<file path="src/rtl/route_lookup_if.sv">
// Signal bundle between the descriptor source, the router lookup block, the downstream consumer and route_lookup_ctrl.
interface route_lookup_if #(
    parameter int unsigned TAG_W = 8
);
    logic             in_valid;
    logic             in_ready;
    logic [31:0]      in_dst_ip;
    logic [TAG_W-1:0] in_tag;
    logic             rt_init_done;
    logic             rt_init_error;
    logic             lookup_valid;
    logic [31:0]      lookup_dst_ip;
    logic             resp_valid;
    logic             resp_found;
    logic [15:0]      resp_out_port;
    logic [15:0]      resp_out_qp;
    logic [47:0]      resp_next_hop_mac;
    logic             resp_is_direct_host;
    logic             resp_is_broadcast;
    logic             resp_is_default_route;
    logic             out_valid;
    logic             out_ready;
    logic [TAG_W-1:0] out_tag;
    logic [15:0]      out_port;
    logic [15:0]      out_qp;
    logic [47:0]      out_mac;
    logic [2:0]       out_flags;
    logic             out_drop;
    logic [1:0]       out_reason;
    logic [15:0]      cnt_lookups;
    logic [15:0]      cnt_miss;
    logic [15:0]      cnt_timeout;

    modport master (
        output in_valid, in_dst_ip, in_tag, rt_init_done, rt_init_error,
               resp_valid, resp_found, resp_out_port, resp_out_qp, resp_next_hop_mac,
               resp_is_direct_host, resp_is_broadcast, resp_is_default_route, out_ready,
        input  in_ready, lookup_valid, lookup_dst_ip, out_valid, out_tag, out_port, out_qp,
               out_mac, out_flags, out_drop, out_reason, cnt_lookups, cnt_miss, cnt_timeout
    );

    modport slave (
        input  in_valid, in_dst_ip, in_tag, rt_init_done, rt_init_error,
               resp_valid, resp_found, resp_out_port, resp_out_qp, resp_next_hop_mac,
               resp_is_direct_host, resp_is_broadcast, resp_is_default_route, out_ready,
        output in_ready, lookup_valid, lookup_dst_ip, out_valid, out_tag, out_port, out_qp,
               out_mac, out_flags, out_drop, out_reason, cnt_lookups, cnt_miss, cnt_timeout
    );
endinterface

</file>
<file path="src/rtl/route_lookup_ctrl.sv">
// Buffers packet descriptors, issues one router lookup at a time with a response timeout,
// and presents a registered forwarding decision plus saturating statistics.
module route_lookup_ctrl #(
    parameter int unsigned TAG_W          = 8,
    parameter int unsigned FIFO_DEPTH     = 8,
    parameter int unsigned TIMEOUT_CYCLES = 64
) (
    input logic           clk,
    input logic           rst_n,
    route_lookup_if.slave bus
);
    localparam int unsigned AW = $clog2(FIFO_DEPTH);
    localparam int unsigned PW = AW + 1;
    localparam int unsigned TW = $clog2(TIMEOUT_CYCLES);
    localparam int unsigned DW = 32 + TAG_W;

    typedef enum logic [2:0] {
        S_WAIT_INIT,
        S_IDLE,
        S_ISSUE,
        S_WAIT_RESP,
        S_OUTPUT,
        S_ERROR
    } state_t;

    state_t           state;
    logic [DW-1:0]    mem [FIFO_DEPTH];
    logic [PW-1:0]    wr_ptr;
    logic [PW-1:0]    rd_ptr;
    logic             fifo_full_c;
    logic             fifo_empty_c;
    logic             push_c;
    logic             pop_c;
    logic [DW-1:0]    head_c;
    logic [31:0]      cur_ip;
    logic [TAG_W-1:0] cur_tag;
    logic [TW-1:0]    timer;
    logic             from_err;
    logic             lookup_valid_r;
    logic             out_valid_r;
    logic [TAG_W-1:0] out_tag_r;
    logic [15:0]      out_port_r;
    logic [15:0]      out_qp_r;
    logic [47:0]      out_mac_r;
    logic [2:0]       out_flags_r;
    logic             out_drop_r;
    logic [1:0]       out_reason_r;
    logic [15:0]      cnt_lookups_r;
    logic [15:0]      cnt_miss_r;
    logic [15:0]      cnt_timeout_r;

    function automatic logic [15:0] sat_inc(input logic [15:0] v);
        return (v == 16'hFFFF) ? v : v + 16'd1;
    endfunction

    // Extra pointer bit distinguishes full from empty when the index bits match.
    assign fifo_empty_c = (wr_ptr == rd_ptr);
    assign fifo_full_c  = (wr_ptr[AW-1:0] == rd_ptr[AW-1:0]) && (wr_ptr[AW] != rd_ptr[AW]);
    assign push_c       = bus.in_valid && !fifo_full_c;
    assign pop_c        = !fifo_empty_c && ((state == S_IDLE) || (state == S_ERROR));
    assign head_c       = mem[rd_ptr[AW-1:0]];

    always_ff @(posedge clk) begin
        if (push_c) mem[wr_ptr[AW-1:0]] <= {bus.in_tag, bus.in_dst_ip};
    end

    always_ff @(posedge clk or negedge rst_n) begin
        if (!rst_n) begin
            wr_ptr <= '0;
            rd_ptr <= '0;
        end else begin
            if (push_c) wr_ptr <= wr_ptr + PW'(1);
            if (pop_c)  rd_ptr <= rd_ptr + PW'(1);
        end
    end

    // Control FSM with registered request, decision and statistics outputs.
    always_ff @(posedge clk or negedge rst_n) begin
        if (!rst_n) begin
            state          <= S_WAIT_INIT;
            cur_ip         <= '0;
            cur_tag        <= '0;
            timer          <= '0;
            from_err       <= 1'b0;
            lookup_valid_r <= 1'b0;
            out_valid_r    <= 1'b0;
            out_tag_r      <= '0;
            out_port_r     <= '0;
            out_qp_r       <= '0;
            out_mac_r      <= '0;
            out_flags_r    <= '0;
            out_drop_r     <= 1'b0;
            out_reason_r   <= 2'b00;
            cnt_lookups_r  <= '0;
            cnt_miss_r     <= '0;
            cnt_timeout_r  <= '0;
        end else begin
            case (state)
                S_WAIT_INIT: begin
                    if (bus.rt_init_error)     state <= S_ERROR;
                    else if (bus.rt_init_done) state <= S_IDLE;
                end
                S_IDLE: begin
                    if (pop_c) begin
                        cur_ip         <= head_c[31:0];
                        cur_tag        <= head_c[32 +: TAG_W];
                        lookup_valid_r <= 1'b1;
                        state          <= S_ISSUE;
                    end
                end
                S_ISSUE: begin
                    lookup_valid_r <= 1'b0;
                    cnt_lookups_r  <= sat_inc(cnt_lookups_r);
                    timer          <= '0;
                    state          <= S_WAIT_RESP;
                end
                S_WAIT_RESP: begin
                    if (bus.resp_valid) begin
                        out_valid_r  <= 1'b1;
                        out_tag_r    <= cur_tag;
                        out_port_r   <= bus.resp_out_port;
                        out_qp_r     <= bus.resp_out_qp;
                        out_mac_r    <= bus.resp_next_hop_mac;
                        out_flags_r  <= {bus.resp_is_default_route, bus.resp_is_broadcast,
                                         bus.resp_is_direct_host};
                        out_drop_r   <= !bus.resp_found;
                        out_reason_r <= bus.resp_found ? 2'b00 : 2'b01;
                        if (!bus.resp_found) cnt_miss_r <= sat_inc(cnt_miss_r);
                        from_err     <= 1'b0;
                        state        <= S_OUTPUT;
                    end else if (timer == TW'(TIMEOUT_CYCLES - 1)) begin
                        out_valid_r   <= 1'b1;
                        out_tag_r     <= cur_tag;
                        out_port_r    <= '0;
                        out_qp_r      <= '0;
                        out_mac_r     <= '0;
                        out_flags_r   <= '0;
                        out_drop_r    <= 1'b1;
                        out_reason_r  <= 2'b10;
                        cnt_timeout_r <= sat_inc(cnt_timeout_r);
                        from_err      <= 1'b0;
                        state         <= S_OUTPUT;
                    end else begin
                        timer <= timer + TW'(1);
                    end
                end
                S_OUTPUT: begin
                    if (bus.out_ready) begin
                        out_valid_r <= 1'b0;
                        state       <= from_err ? S_ERROR : S_IDLE;
                    end
                end
                S_ERROR: begin
                    // Flush queued descriptors as drops without touching the router.
                    if (pop_c) begin
                        out_valid_r  <= 1'b1;
                        out_tag_r    <= head_c[32 +: TAG_W];
                        out_port_r   <= '0;
                        out_qp_r     <= '0;
                        out_mac_r    <= '0;
                        out_flags_r  <= '0;
                        out_drop_r   <= 1'b1;
                        out_reason_r <= 2'b11;
                        from_err     <= 1'b1;
                        state        <= S_OUTPUT;
                    end
                end
                default: state <= S_WAIT_INIT;
            endcase
        end
    end

    assign bus.in_ready      = !fifo_full_c;
    assign bus.lookup_valid  = lookup_valid_r;
    assign bus.lookup_dst_ip = cur_ip;
    assign bus.out_valid     = out_valid_r;
    assign bus.out_tag       = out_tag_r;
    assign bus.out_port      = out_port_r;
    assign bus.out_qp        = out_qp_r;
    assign bus.out_mac       = out_mac_r;
    assign bus.out_flags     = out_flags_r;
    assign bus.out_drop      = out_drop_r;
    assign bus.out_reason    = out_reason_r;
    assign bus.cnt_lookups   = cnt_lookups_r;
    assign bus.cnt_miss      = cnt_miss_r;
    assign bus.cnt_timeout   = cnt_timeout_r;
endmodule

</file>
<file path="src/flat_wrapper.sv">
// flat-port wrapper written by rule: the top's interface ports become plain ports
module route_lookup_ctrl_flat 
#(
    parameter int unsigned TAG_W          = 8,
    parameter int unsigned FIFO_DEPTH     = 8,
    parameter int unsigned TIMEOUT_CYCLES = 64
)
  (clk, rst_n, bus_in_valid, bus_in_dst_ip, bus_in_tag, bus_rt_init_done, bus_rt_init_error, bus_resp_valid, bus_resp_found, bus_resp_out_port, bus_resp_out_qp, bus_resp_next_hop_mac, bus_resp_is_direct_host, bus_resp_is_broadcast, bus_resp_is_default_route, bus_out_ready, bus_in_ready, bus_lookup_valid, bus_lookup_dst_ip, bus_out_valid, bus_out_tag, bus_out_port, bus_out_qp, bus_out_mac, bus_out_flags, bus_out_drop, bus_out_reason, bus_cnt_lookups, bus_cnt_miss, bus_cnt_timeout);
  route_lookup_if #(.TAG_W(TAG_W)) bus_i ();
  input logic clk;
  input logic rst_n;
  input wire logic [$bits(bus_i.in_valid)-1:0] bus_in_valid;
  input wire logic [$bits(bus_i.in_dst_ip)-1:0] bus_in_dst_ip;
  input wire logic [$bits(bus_i.in_tag)-1:0] bus_in_tag;
  input wire logic [$bits(bus_i.rt_init_done)-1:0] bus_rt_init_done;
  input wire logic [$bits(bus_i.rt_init_error)-1:0] bus_rt_init_error;
  input wire logic [$bits(bus_i.resp_valid)-1:0] bus_resp_valid;
  input wire logic [$bits(bus_i.resp_found)-1:0] bus_resp_found;
  input wire logic [$bits(bus_i.resp_out_port)-1:0] bus_resp_out_port;
  input wire logic [$bits(bus_i.resp_out_qp)-1:0] bus_resp_out_qp;
  input wire logic [$bits(bus_i.resp_next_hop_mac)-1:0] bus_resp_next_hop_mac;
  input wire logic [$bits(bus_i.resp_is_direct_host)-1:0] bus_resp_is_direct_host;
  input wire logic [$bits(bus_i.resp_is_broadcast)-1:0] bus_resp_is_broadcast;
  input wire logic [$bits(bus_i.resp_is_default_route)-1:0] bus_resp_is_default_route;
  input wire logic [$bits(bus_i.out_ready)-1:0] bus_out_ready;
  output wire logic [$bits(bus_i.in_ready)-1:0] bus_in_ready;
  output wire logic [$bits(bus_i.lookup_valid)-1:0] bus_lookup_valid;
  output wire logic [$bits(bus_i.lookup_dst_ip)-1:0] bus_lookup_dst_ip;
  output wire logic [$bits(bus_i.out_valid)-1:0] bus_out_valid;
  output wire logic [$bits(bus_i.out_tag)-1:0] bus_out_tag;
  output wire logic [$bits(bus_i.out_port)-1:0] bus_out_port;
  output wire logic [$bits(bus_i.out_qp)-1:0] bus_out_qp;
  output wire logic [$bits(bus_i.out_mac)-1:0] bus_out_mac;
  output wire logic [$bits(bus_i.out_flags)-1:0] bus_out_flags;
  output wire logic [$bits(bus_i.out_drop)-1:0] bus_out_drop;
  output wire logic [$bits(bus_i.out_reason)-1:0] bus_out_reason;
  output wire logic [$bits(bus_i.cnt_lookups)-1:0] bus_cnt_lookups;
  output wire logic [$bits(bus_i.cnt_miss)-1:0] bus_cnt_miss;
  output wire logic [$bits(bus_i.cnt_timeout)-1:0] bus_cnt_timeout;
  assign bus_i.in_valid = bus_in_valid;
  assign bus_i.in_dst_ip = bus_in_dst_ip;
  assign bus_i.in_tag = bus_in_tag;
  assign bus_i.rt_init_done = bus_rt_init_done;
  assign bus_i.rt_init_error = bus_rt_init_error;
  assign bus_i.resp_valid = bus_resp_valid;
  assign bus_i.resp_found = bus_resp_found;
  assign bus_i.resp_out_port = bus_resp_out_port;
  assign bus_i.resp_out_qp = bus_resp_out_qp;
  assign bus_i.resp_next_hop_mac = bus_resp_next_hop_mac;
  assign bus_i.resp_is_direct_host = bus_resp_is_direct_host;
  assign bus_i.resp_is_broadcast = bus_resp_is_broadcast;
  assign bus_i.resp_is_default_route = bus_resp_is_default_route;
  assign bus_i.out_ready = bus_out_ready;
  assign bus_in_ready = bus_i.in_ready;
  assign bus_lookup_valid = bus_i.lookup_valid;
  assign bus_lookup_dst_ip = bus_i.lookup_dst_ip;
  assign bus_out_valid = bus_i.out_valid;
  assign bus_out_tag = bus_i.out_tag;
  assign bus_out_port = bus_i.out_port;
  assign bus_out_qp = bus_i.out_qp;
  assign bus_out_mac = bus_i.out_mac;
  assign bus_out_flags = bus_i.out_flags;
  assign bus_out_drop = bus_i.out_drop;
  assign bus_out_reason = bus_i.out_reason;
  assign bus_cnt_lookups = bus_i.cnt_lookups;
  assign bus_cnt_miss = bus_i.cnt_miss;
  assign bus_cnt_timeout = bus_i.cnt_timeout;
  route_lookup_ctrl #(.TAG_W(TAG_W), .FIFO_DEPTH(FIFO_DEPTH), .TIMEOUT_CYCLES(TIMEOUT_CYCLES)) u_core (.clk(clk), .rst_n(rst_n), .bus(bus_i));
endmodule
</file>
<file path="config.mk">
export PLATFORM = sky130hd
export DESIGN_NAME = route_lookup_ctrl_flat
export DESIGN_NICKNAME = d
export VERILOG_FILES = /design/src/rtl/route_lookup_if.sv /design/src/rtl/route_lookup_ctrl.sv /design/src/flat_wrapper.sv
export SDC_FILE = /design/constraint.sdc
export NUM_CORES = 1
export LEC_CHECK = 0
export CORE_MARGIN = 10
export CORE_UTILIZATION = 40
export DETAILED_ROUTE_END_ITERATION = 12
export GPL_TIMING_DRIVEN = 0
export PLACE_DENSITY = 0.7
export SETUP_SLACK_MARGIN = 0.1
export SKIP_LAST_GASP = 1
export SLEW_MARGIN = 20
export SYNTH_ARGS = -nofsm -noshare
export SYNTH_HDL_FRONTEND = slang
export SYNTH_SLANG_ARGS = --single-unit
</file>
<file path="constraint.sdc">
create_clock -name clk -period 5.2 [get_ports clk]
set_clock_uncertainty 0.15 [all_clocks]
set_input_delay 1.04 -clock clk [delete_from_list [all_inputs] [get_ports clk]]
set_output_delay 1.04 -clock clk [all_outputs]
set_load 0.02 [all_outputs]
</file>
==> summary.json <==
{
  "synthDominantCellAreaShare_pct": 47.9,
  "antenna_violating_nets_post_route": 0,
  "final_period_minus_worst_setup_slack_ns": 3.53,
  "setup_tns_ns": 0,
  "ys_warn_count": 0,
  "remaining_overflow_grt": 0,
  "crit-reg2reg-capture": "u_core.bus.lookup_dst_ip[26]",
  "ys_top_cells_by_area": "sky130_fd_sc_hd__edfxtp_1 (48%), sky130_fd_sc_hd__dfrtp_1 (25%), sky130_fd_sc_hd__mux4_2 (9.0%)",
  "drt-initial-drc-count": 739,
  "busiest_layer": "met2",
  "outcome": "finished, final reports clean",
  "post_drt_wl_per_cell_um": 22.8,
  "cts-htree-levels": 2,
  "final_cell_area_excluding_filler_cells_um2": 26300,
  "worstSetupEndpointType": "output port",
  "grt_pass1_vias": 12300,
  "startpoint": "u_core.wr_ptr[2]",
  "floorplan.die.width_um": 244,
  "clkSinkCount": 522,
  "clk-insertion-delay-late_ns": 0.60,
  "combinational_family_with_the_most_area_after_synthesis": "multiplexers",
  "vdd_ir_drop_max_mv": 0.297,
  "seq_area_frac_synth_pct": 73.1,
  "drcViolationCount": 0,
  "hold_viol_final": 0,
  "synth_cell_types": 53,
  "final_hold_slack_ns": 0.153,
  "use_met1_pct": 21.4,
  "floorplan.initialDensity_pct": 40.2,
  "crit_slowest_cell": "sky130_fd_sc_hd__clkdlybuf4s50_1",
  "post_cts.repair.setup_buffers": 0,
  "grt_max_degree": 93,
  "dominantRegCellSynth": "sky130_fd_sc_hd__edfxtp_1",
  "ios": 308,
  "cts_root_buffer": "sky130_fd_sc_hd__clkbuf_16",
  "synth_fa_ha_area_share_pct": 0.374,
  "register_area_um2": 14700,
  "worst_setup_hold_path_clk_slew_ns": 0.07,
  "number_of_synthesized_register_bits": 522,
  "drt_wl_total_mm": 51.8,
  "criticalPathCategory": "reg -> out",
  "placement_rows": 82,
  "grtUsageTotal_pct": 17.2,
  "die_area_um2": 59500,
  "layout-drive-gt1-share_pct": 14.5,
  "ctsLongestPathBuffers": 3,
  "worstPathCellList": "clkbuf_1 -> xnor2_1 -> nand4_1 -> clkdlybuf4s50_1",
  "synth-simple-area-share_pct": 4.96,
  "tritoncts": "done",
  "finish.net_count": 1688,
  "fmax_mhz": 283,
  "fp.coreArea_um2": 49900,
  "fill_cells": 4041,
  "hold_path.class": "in -> async",
  "detail_route.first_pass.iterations": 5,
  "grt_first_pass_wirelength_mm": 79.1,
  "gp_congestion": 0.845,
  "synth_largest_area_cell": "sky130_fd_sc_hd__edfxtp_1",
  "muxShareOfSynthArea_pct": 11.5,
  "synth_area_um2": 20100,
  "grt.met3_usage_pct": 5.47,
  "power.density_nw_per_um2": 570,
  "layout_common_cells": "sky130_fd_sc_hd__edfxtp_1 (320), sky130_fd_sc_hd__clkdlybuf4s50_1 (306), sky130_fd_sc_hd__dfrtp_1 (202)",
  "average_cell_area_after_synthesis_um2": 17.2,
  "global_route.usage.met2_pct": 28.9,
  "timing.rr.start": "u_core.rd_ptr[1]",
  "route.vias.total": 11800,
  "worst_r2r_path_depth": 6,
  "critPathMaxStageDelay_ns": 0.63,
  "synthesized_nets": 1301,
  "max-slew-margin-rel_pct": 33.6,
  "cts.repair.resized": 0,
  "critical_path.startpoint_type": "register",
  "initial_antenna_violation_count": 8,
  "cap_violations": 0,
  "worst_ep_required_time_ns": 4.01,
  "finalMaxSlewViolations": 0,
  "rsz_0062_raised_after_global_routing": "false",
  "dp_hpwl_mm": 37.5,
  "post_syn_instances": 1164,
  "dpl-instance-area_um2": 24500,
  "layout_commonest_cell": "sky130_fd_sc_hd__edfxtp_1",
  "portBuffers": 307,
  "compound_cell_area_share_of_the_yosys_netlist_pct": 6.37,
  "cts_hold_buf": 0,
  "synthArstFlopShare_pct": 38.7,
  "chipHeight_um": 244,
  "min_period_over_period_pct": 68.0,
  "area_growth_pct": 31.2,
  "critPathArrivalTime_ns": 2.34,
  "routed_via_density": 5.22,
  "tritoncts.num_buffers": 53,
  "cp_max_fo": 7,
  "synth-edff-count": 320,
  "measured_slew_at_the_worst_slew_check_pin_ns": 0.996,
  "report.final.setup_viol": 0,
  "worst-r2r-setup-slack_ns": 2.06,
  "cellLeakagePower_uw": 0.00975,
  "post_synthesis_share_of_cell_area_spent_on_xor_and_xnor_gates_pct": 2.27,
  "multiInputGateArea_um2": 5160
}
## worst max-delay path, delay by kind of cell, from the launching register on
kind                   cells  cell delay (ns)
buffers and inverters      2             0.95
flip-flops                 1             0.33
AND/OR/NAND/NOR            1             0.25
XOR/XNOR                   1             0.22
## cell families (layout without fill, tap and decap cells)
group,count (synthesis),after routing
flip-flops,522,522
AND/OR/NAND/NOR,207,207
AO/OA/AOI/OAI,179,179
multiplexers,129,129
buffers and inverters,69,499
XOR/XNOR,52,52
adder cells (fa/ha/maj),6,6
other,0,2
## routing by layer
layer / share of wire (%) / vias up
met5: 0.15 / -
met4: 2.0 / 12
met3: 7.3 / 88
met2: 49 / 386
met1: 42 / 6058
li1: - / 5295
## layout make-up
type                            count  area share (%)
Clock buffer                       67            5.32
Inverter                            8           0.114
Antenna cell                        2          0.0190
Multi-Input combinational cell    573            19.6
Sequential cell                   522            55.7
Clock inverter                     31            1.59
Timing Repair Buffer              332            13.4
Tap cell                          672            3.20
Buffer                             61            1.00
## power by group
group / internal [uW] / switching (uW)
sequential: 5370 / 425
combinational: 2380 / 2880
clock: 2360 / 1590
total: 10100 / 4890
## cells in the mapped netlist (7+ instances only)
cell type and n:
sky130_fd_sc_hd__a21oi_1 20, sky130_fd_sc_hd__a22o_1 85, sky130_fd_sc_hd__and4_1 8, sky130_fd_sc_hd__buf_1 7
sky130_fd_sc_hd__buf_2 19, sky130_fd_sc_hd__clkbuf_1 32, sky130_fd_sc_hd__dfrtp_1 202, sky130_fd_sc_hd__edfxtp_1 320
sky130_fd_sc_hd__inv_1 8, sky130_fd_sc_hd__mux2_2 7, sky130_fd_sc_hd__mux2i_1 41, sky130_fd_sc_hd__mux4_2 80
sky130_fd_sc_hd__nand2_1 91, sky130_fd_sc_hd__nand2b_1 7, sky130_fd_sc_hd__nand3_1 18, sky130_fd_sc_hd__nand4_1 12
sky130_fd_sc_hd__nor2_1 37, sky130_fd_sc_hd__o21ai_0 52, sky130_fd_sc_hd__xnor2_1 33, sky130_fd_sc_hd__xor2_1 19
## flip-flops by register name, indices dropped and copies added, names as in the netlist, 2 cells and up
name	cells
u_core.bus.out_mac	48
u_core.bus.out_flags	3
u_core.bus.cnt_timeout	16
u_core.state	3
u_core.bus.cnt_miss	16
u_core.timer	6
u_core.bus.out_port	16
u_core.rd_ptr	4
u_core.bus.out_tag	8
u_core.bus.lookup_dst_ip	32
u_core.cur_tag	8
u_core.bus.cnt_lookups	16
u_core.bus.out_reason	2
u_core.bus.out_qp	16
u_core.mem	320
u_core.wr_ptr	4
## metrics by stage
| step | util [%] | worst slack [ns] | cells | total power (uW) |
|---|---|---|---|---|
| 4_1_cts | 52.8 | 1.62 | 2266 | 15200 |
| 5_1_grt | 52.8 | 1.50 | 2267 | 15800 |
| 6_report | 52.8 | 1.67 | 2268 | 15000 |
| 2_1_floorplan | - | 0.384 | 1164 | 8860 |
| 3_3_place_gp | 48.1 | -5.92 | 2143 | 11000 |
| 3_5_place_dp | 49.1 | 1.58 | 2168 | 11200 |
## worst max-delay path by stage
stage                                   endpoint  slack (ns)  depth (start not counted)
after global routing                bus_in_ready        1.50                          4
after detailed placement        u_core.mem[0][8]        1.58                          6
after floorplan                 u_core.mem[0][0]        0.38                          3
final                               bus_in_ready        1.67                          4
after CTS                           bus_in_ready        1.62                          4
after global placement    u_core.bus.out_mac[29]       -5.92                          1
Power figures use the tool's default switching activity.
